### src/rtl/up2_ram_if.sv
`default_nettype none
// =====================================================================
// up2_ram_if : request/acknowledge bus between the up2 swap unit and
//              the up2_ram responder.
// Revision   : 1.0
// =====================================================================
interface up2_ram_if #(
  parameter int ADDR_WIDTH = 4,
  parameter int DATA_WIDTH = 4
);
  logic                  i_read_req;
  logic                  i_write_req;
  logic [ADDR_WIDTH-1:0] i_addr;
  logic [DATA_WIDTH-1:0] i_data;
  logic                  o_read_ack;
  logic                  o_write_ack;
  logic [DATA_WIDTH-1:0] o_data;
  logic                  o_busy;

  modport master (
    output i_read_req, i_write_req, i_addr, i_data,
    input  o_read_ack, o_write_ack, o_data, o_busy
  );

  modport slave (
    input  i_read_req, i_write_req, i_addr, i_data,
    output o_read_ack, o_write_ack, o_data, o_busy
  );
endinterface
`default_nettype wire

### src/rtl/up2_ram.sv
`default_nettype none
// =====================================================================
// up2_ram  : single-port synchronous RAM serving the up2 read/write
//            handshakes with WAIT_STATES cycles of extra latency.
//            Define UP2_RAM_CLR_EN to zero the array after every reset.
// Revision : 1.0
// =====================================================================
module up2_ram #(
  parameter int ADDR_NIBBLES = 1,
  parameter int DATA_NIBBLES = 1,
  parameter int ADDR_WIDTH   = 4 * ADDR_NIBBLES,
  parameter int DATA_WIDTH   = 4 * DATA_NIBBLES,
  parameter int DEPTH        = 1 << ADDR_WIDTH,
  parameter int WAIT_STATES  = 0
) (
  input wire       clk,
  input wire       nRst,
  up2_ram_if.slave bus
);
  localparam logic [1:0] c_IDLE = 2'd0;
  localparam logic [1:0] c_WAIT = 2'd1;
  localparam logic [1:0] c_ACK  = 2'd2;
`ifdef UP2_RAM_CLR_EN
  localparam logic [1:0] c_CLEAR     = 2'd3;
  localparam logic [1:0] c_RST_STATE = c_CLEAR;
`else
  localparam logic [1:0] c_RST_STATE = c_IDLE;
`endif
  localparam logic       c_OP_READ   = 1'b0;
  localparam logic       c_OP_WRITE  = 1'b1;
  localparam logic [3:0] c_WAIT_INIT = 4'(WAIT_STATES);

  logic [1:0]            r_state;
  logic [1:0]            w_state_nxt;
  logic [3:0]            r_cnt;
  logic                  r_op;
  logic [ADDR_WIDTH-1:0] r_addr;
  logic [DATA_WIDTH-1:0] r_wdata;
  logic [DATA_WIDTH-1:0] r_rdata;
  logic [DATA_WIDTH-1:0] r_mem [DEPTH];

  logic                  w_idle;
  logic                  w_req;
  logic                  w_op;
  logic                  w_enter_ack;
  logic [ADDR_WIDTH-1:0] w_addr;
  logic [DATA_WIDTH-1:0] w_wdata;
  logic                  w_read_ack;
  logic                  w_write_ack;
  logic                  w_busy;

  assign w_idle = (r_state == c_IDLE);
  assign w_req  = bus.i_read_req | bus.i_write_req;

  // In IDLE the live request is used so a zero-wait op can commit on its acceptance edge.
  assign w_op        = w_idle ? (bus.i_read_req ? c_OP_READ : c_OP_WRITE) : r_op;
  assign w_addr      = w_idle ? bus.i_addr : r_addr;
  assign w_wdata     = w_idle ? bus.i_data : r_wdata;
  assign w_enter_ack = nRst && (w_state_nxt == c_ACK);

  always_ff @(posedge clk or negedge nRst) begin
    if (!nRst) begin
      r_state <= c_RST_STATE;
    end else begin
      r_state <= w_state_nxt;
    end
  end

  always_comb begin
    w_state_nxt = r_state;
    case (r_state)
      c_IDLE: begin
        if (w_req) begin
          w_state_nxt = (WAIT_STATES == 0) ? c_ACK : c_WAIT;
        end
      end
      c_WAIT: begin
        if (r_cnt == 4'd1) begin
          w_state_nxt = c_ACK;
        end
      end
      c_ACK: w_state_nxt = c_IDLE;
`ifdef UP2_RAM_CLR_EN
      c_CLEAR: begin
        if (r_addr == ADDR_WIDTH'(DEPTH - 1)) begin
          w_state_nxt = c_IDLE;
        end
      end
`endif
      default: w_state_nxt = c_IDLE;
    endcase
  end

  always_comb begin
    w_read_ack  = 1'b0;
    w_write_ack = 1'b0;
    w_busy      = (r_state != c_IDLE);
    if (r_state == c_ACK) begin
      w_read_ack  = (r_op == c_OP_READ);
      w_write_ack = (r_op == c_OP_WRITE);
    end
  end

  always_ff @(posedge clk or negedge nRst) begin
    if (!nRst) begin
      r_cnt   <= '0;
      r_op    <= c_OP_READ;
      r_addr  <= '0;
      r_wdata <= '0;
      r_rdata <= '0;
    end else begin
      if (w_idle && w_req) begin
        r_op   <= w_op;
        r_addr <= bus.i_addr;
        r_cnt  <= c_WAIT_INIT;
        if (w_op == c_OP_WRITE) begin
          r_wdata <= bus.i_data;
        end
      end else if (r_state == c_WAIT) begin
        r_cnt <= r_cnt - 4'd1;
      end
`ifdef UP2_RAM_CLR_EN
      else if (r_state == c_CLEAR) begin
        r_addr <= r_addr + ADDR_WIDTH'(1);
      end
`endif
      if (w_enter_ack && (w_op == c_OP_READ)) begin
        r_rdata <= r_mem[w_addr];
      end
    end
  end

  // Array has no reset; contents survive nRst unless the clear sweep is built in.
  always_ff @(posedge clk) begin
    if (w_enter_ack && (w_op == c_OP_WRITE)) begin
      r_mem[w_addr] <= w_wdata;
    end
`ifdef UP2_RAM_CLR_EN
    else if (nRst && (r_state == c_CLEAR)) begin
      r_mem[r_addr] <= '0;
    end
`endif
  end

  assign bus.o_read_ack  = w_read_ack;
  assign bus.o_write_ack = w_write_ack;
  assign bus.o_busy      = w_busy;
  assign bus.o_data      = r_rdata;
endmodule
`default_nettype wire

### src/flat_wrapper.sv
// flat-port wrapper written by rule: the top's interface ports become plain ports
module up2_ram_flat 
#(
  parameter int ADDR_NIBBLES = 1,
  parameter int DATA_NIBBLES = 1,
  parameter int ADDR_WIDTH   = 4 * ADDR_NIBBLES,
  parameter int DATA_WIDTH   = 4 * DATA_NIBBLES,
  parameter int DEPTH        = 1 << ADDR_WIDTH,
  parameter int WAIT_STATES  = 0
)
  (clk, nRst, bus_i_read_req, bus_i_write_req, bus_i_addr, bus_i_data, bus_o_read_ack, bus_o_write_ack, bus_o_data, bus_o_busy);
  up2_ram_if #(.ADDR_WIDTH(ADDR_WIDTH), .DATA_WIDTH(DATA_WIDTH)) bus_i ();
  input wire clk;
  input wire nRst;
  input wire logic [$bits(bus_i.i_read_req)-1:0] bus_i_read_req;
  input wire logic [$bits(bus_i.i_write_req)-1:0] bus_i_write_req;
  input wire logic [$bits(bus_i.i_addr)-1:0] bus_i_addr;
  input wire logic [$bits(bus_i.i_data)-1:0] bus_i_data;
  output wire logic [$bits(bus_i.o_read_ack)-1:0] bus_o_read_ack;
  output wire logic [$bits(bus_i.o_write_ack)-1:0] bus_o_write_ack;
  output wire logic [$bits(bus_i.o_data)-1:0] bus_o_data;
  output wire logic [$bits(bus_i.o_busy)-1:0] bus_o_busy;
  assign bus_i.i_read_req = bus_i_read_req;
  assign bus_i.i_write_req = bus_i_write_req;
  assign bus_i.i_addr = bus_i_addr;
  assign bus_i.i_data = bus_i_data;
  assign bus_o_read_ack = bus_i.o_read_ack;
  assign bus_o_write_ack = bus_i.o_write_ack;
  assign bus_o_data = bus_i.o_data;
  assign bus_o_busy = bus_i.o_busy;
  up2_ram #(.ADDR_NIBBLES(ADDR_NIBBLES), .DATA_NIBBLES(DATA_NIBBLES), .ADDR_WIDTH(ADDR_WIDTH), .DATA_WIDTH(DATA_WIDTH), .DEPTH(DEPTH), .WAIT_STATES(WAIT_STATES)) u_core (.clk(clk), .nRst(nRst), .bus(bus_i));
endmodule
### config.mk
export PLATFORM = sky130hd
export DESIGN_NAME = up2_ram_flat
export DESIGN_NICKNAME = d
export VERILOG_FILES = /design/src/rtl/up2_ram_if.sv /design/src/rtl/up2_ram.sv /design/src/flat_wrapper.sv
export SDC_FILE = /design/constraint.sdc
export NUM_CORES = 1
export LEC_CHECK = 0
export ABC_AREA = 1
export BUFFER_PORTS_ARGS = -buffer_cell sky130_fd_sc_hd__buf_4
export CORE_UTILIZATION = 45
export DETAILED_ROUTE_END_ITERATION = 16
export GPL_ROUTABILITY_DRIVEN = 0
export PLACE_DENSITY_LB_ADDON = 0.08
export SLEW_MARGIN = 20
export SYNTH_ARGS = -nofsm -noshare
export SYNTH_HDL_FRONTEND = slang
export SYNTH_SLANG_ARGS = --single-unit
### constraint.sdc
create_clock -name clk -period 5.7 [get_ports clk]
set_input_delay 1.14 -clock clk [delete_from_list [all_inputs] [get_ports clk]]
set_output_delay 1.14 -clock clk [all_outputs]
set_load 0.01 [all_outputs]
==> flow_summary.ini <==
[run_status]
outcome = finished, final reports clean

[critical_path]
cp_slowest_cell = nor2_1
crit_end = u_core.r_mem[12][2]$_DFFE_PP_
crit_type = in -> reg
crit_required_ps = 5720
crit_family = simple AND/OR/NAND/NOR gates
startpoint = bus_i_read_req
crit_arrival_ps = 2550
cp_common_cell = nor2_1
r2r_start = u_core.r_state[0]$_DFF_PN0_
startpoint_type = input pin
r2r_setup_slack_ps = 3270
crit_fanout = 12
worstSetupEndpointType = register
path_depth = 9
slowest_delay_ps = 360
cp_cell_sequence = buf_4, inv_1, nor2_2, nor2_1, o21ai_2, nand2_2, nor2_4, nand3_2, nor2_1
rr_worst_depth = 9
worstReg2RegEnd = u_core.bus.o_data[1]$_DFFE_PN0P_
cp.buffers_inverters = 2

[cells_and_area]
num_antenna_cells = 0
finalNetCount = 426
most-common-layout-cells = nand2_1 (144), edfxtp_1 (64), nand3_1 (44)
synthToLayoutAreaGrowth_pct = 9.478
fillerInstances = 770
final_cells = 522
drive_gt1_share_pct = 14.63
final_common_cell = nand2_1
fin_util_pct = 51.11

[sta]
timing.final.crit_share_pct = 44.34
worst-slew-pin-transition_ps = 939.1
hold_viol = 0
fin_setup_tns_ps = 0
fmax_mhz = 395.7
rsz0062_at_grt = no
slew_headroom_pct = 37.39
fin_crit_ps = 2527
finalSetupViolCount = 0
slew_viol_final = 0
clock_skew_ps = 12.91

[clock_tree]
htree_levels = 3
clock_latency_ps = 350
cts_setup_buffers = 0
cts.repair.resized = 0
cts_inserted_buffers = 9
cts_root_buf = clkbuf_8
cts_sinks = 83
ctsHoldBuffers = 0
path_clk_slew_ps = 80
cts_tree = yes
clock_path_buffers = 2

[grt]
grt_usage_pct = 20.53
grt_pass1_vias = 2631
gr-total-overflow = 0
grt_max_degree = 22
grt_pass1_wl_mm = 13.33
antenna_found_initial = 0

[min_path]
hold_path_class = reg -> reg

[floorplanning]
die_h_um = 94.56
initial_core_util_pct = 46.68
ioPinCount = 19
die_w_um = 94.56
core_area_sq_um = 8258
dieArea_sq_um = 8941
row_count = 33

[synth]
syn_area_per_cell_sq_um = 9.784
netlist_area_sq_um = 3855
synth_cells = 394
yosys_warnings = 0
ys_ff_latch = 83
synth_seq_area_share_pct = 62.19
yosysUniqueCellTypes = 24
synth_fp_nets = 408

[flow_run]
cap_violations = 0

[placed_design]
dpl.hpwl_mm = 5.575
port_buffers = 18
dp.cells = 506

[pwr]
powerDensity_nw_per_um2 = 348.8
vdd_drop_max_mv = 0.1754
total_leakage_power_uw = 0.001778

[detailed_routing]
via_per_inst = 5.021
drtIter0Drc = 167
drc_errors = 0
post_drt_wl_per_cell_um = 15.74
num_vias = 2621
dr.pass1.iters = 5
ant_nets = 0
drt_wl_total_mm = 8.214
[cell usage after synthesis]
master	number	area [sq um]
nand3_2	4	40.04
buf_6	6	67.56
a21oi_2	1	8.760
a31oi_1	1	6.260
o21ai_0	14	70.07
nand2_2	4	25.02
a21oi_1	4	20.02
buf_4	2	15.01
o21ai_2	4	35.03
nand2_4	5	56.30
nor3_1	2	10.01
nor3_2	1	10.01
nand3_1	44	220.2
nor2_1	37	138.9
nor2_2	1	6.260
buf_2	5	25.02
inv_2	3	11.26
ha_1	2	25.02
nand2_1	144	540.5
edfxtp_1	64	1922
nor2_4	3	33.78
o22ai_1	1	6.260
inv_1	23	86.33
dfrtp_1	19	475.5
[worst min path at each step]
stage / cells after the start / slack (ps) / to / start
after global placement: 2 / 470 / u_core.r_wdata[2]$_DFFE_PN0P_ / u_core.r_wdata[2]$_DFFE_PN0P_
final: 2 / 490 / u_core.r_wdata[3]$_DFFE_PN0P_ / u_core.r_wdata[3]$_DFFE_PN0P_
after detailed placement: 2 / 480 / u_core.r_wdata[3]$_DFFE_PN0P_ / u_core.r_wdata[3]$_DFFE_PN0P_
after floorplan: 2 / 450 / u_core.r_wdata[2]$_DFFE_PN0P_ / u_core.r_wdata[2]$_DFFE_PN0P_
after CTS: 2 / 490 / u_core.r_wdata[3]$_DFFE_PN0P_ / u_core.r_wdata[3]$_DFFE_PN0P_
after global routing: 2 / 530 / u_core.r_wdata[3]$_DFFE_PN0P_ / u_core.r_wdata[3]$_DFFE_PN0P_
[cells by family (layout without fill, tap and decap cells)]
group | after synthesis | after routing | share of synthesized area (%)
DFF | 83 | 83 | 62.19
and+or+nand+nor | 245 | 245 | 28.04
buffers and inverters | 39 | 62 | 5.323
adders and majority gates | 2 | 2 | 0.6490
AOI/OAI and AO/OA | 25 | 25 | 3.798
[registers in the layout, indices dropped and copies added, names as in the netlist]
signal             count
u_core.bus.o_data      4
u_core.r_addr          4
u_core.r_cnt           4
u_core.r_mem          64
u_core.r_op            1
u_core.r_state         2
u_core.r_wdata         4
[routing by layer]
metal,up-vias,global-route usage (%),part of all wire [%]
li1,1330,-,-
met1,1233,27.15,46
met2,47,33.33,49
met3,11,4.267,3.7
met4,0,7.702,1.5
met5,-,0,0
[worst register-to-register path, cell delays in order (launching register included)]
cell     delay (ps)
dfrtp_1         480
nor2_4          150
o21ai_2         750
inv_2           360
nand2_1         180
nand2_1          80
nand2_1          60
nand3_1         110
nor2_1          120
nor2_1           50
[where the power goes]
part / switching [uW] / leakage [uW] / total [uW] / internal (uW)
Combinational: 243 / 0.000870 / 347 / 104
Sequential: 18.6 / 0.000812 / 731 / 713
Clock: 198 / 0.0000956 / 394 / 196
Total: 460 / 0.00178 / 1470 / 1010
[final cells by class]
type	instances	area [sq um]	share of cell area, %
clock buffer	14	173.9	4.121
clock inverter	2	10.01	0.2372
inverter	26	97.59	2.312
multi-input combinational	272	1260	29.85
sequential	83	2397	56.80
tap	105	131.4	3.113
timing repair buffer	20	150.1	3.558
[per-stage QoR]
step | instance area [sq um] | setup WS, ps | total power (uW) | hold slack (ps)
floorplan | 3855 | 3316 | 986.5 | 453.4
global placement | 4036 | 2833 | 1092 | 467.9
detailed placement | 4036 | 2792 | 1095 | 475.1
CTS | 4220 | 3173 | 1487 | 494.6
global route | 4220 | 3022 | 1553 | 525.8
finish | 4220 | 3173 | 1472 | 492.6
Power figures use the tool's default switching activity.
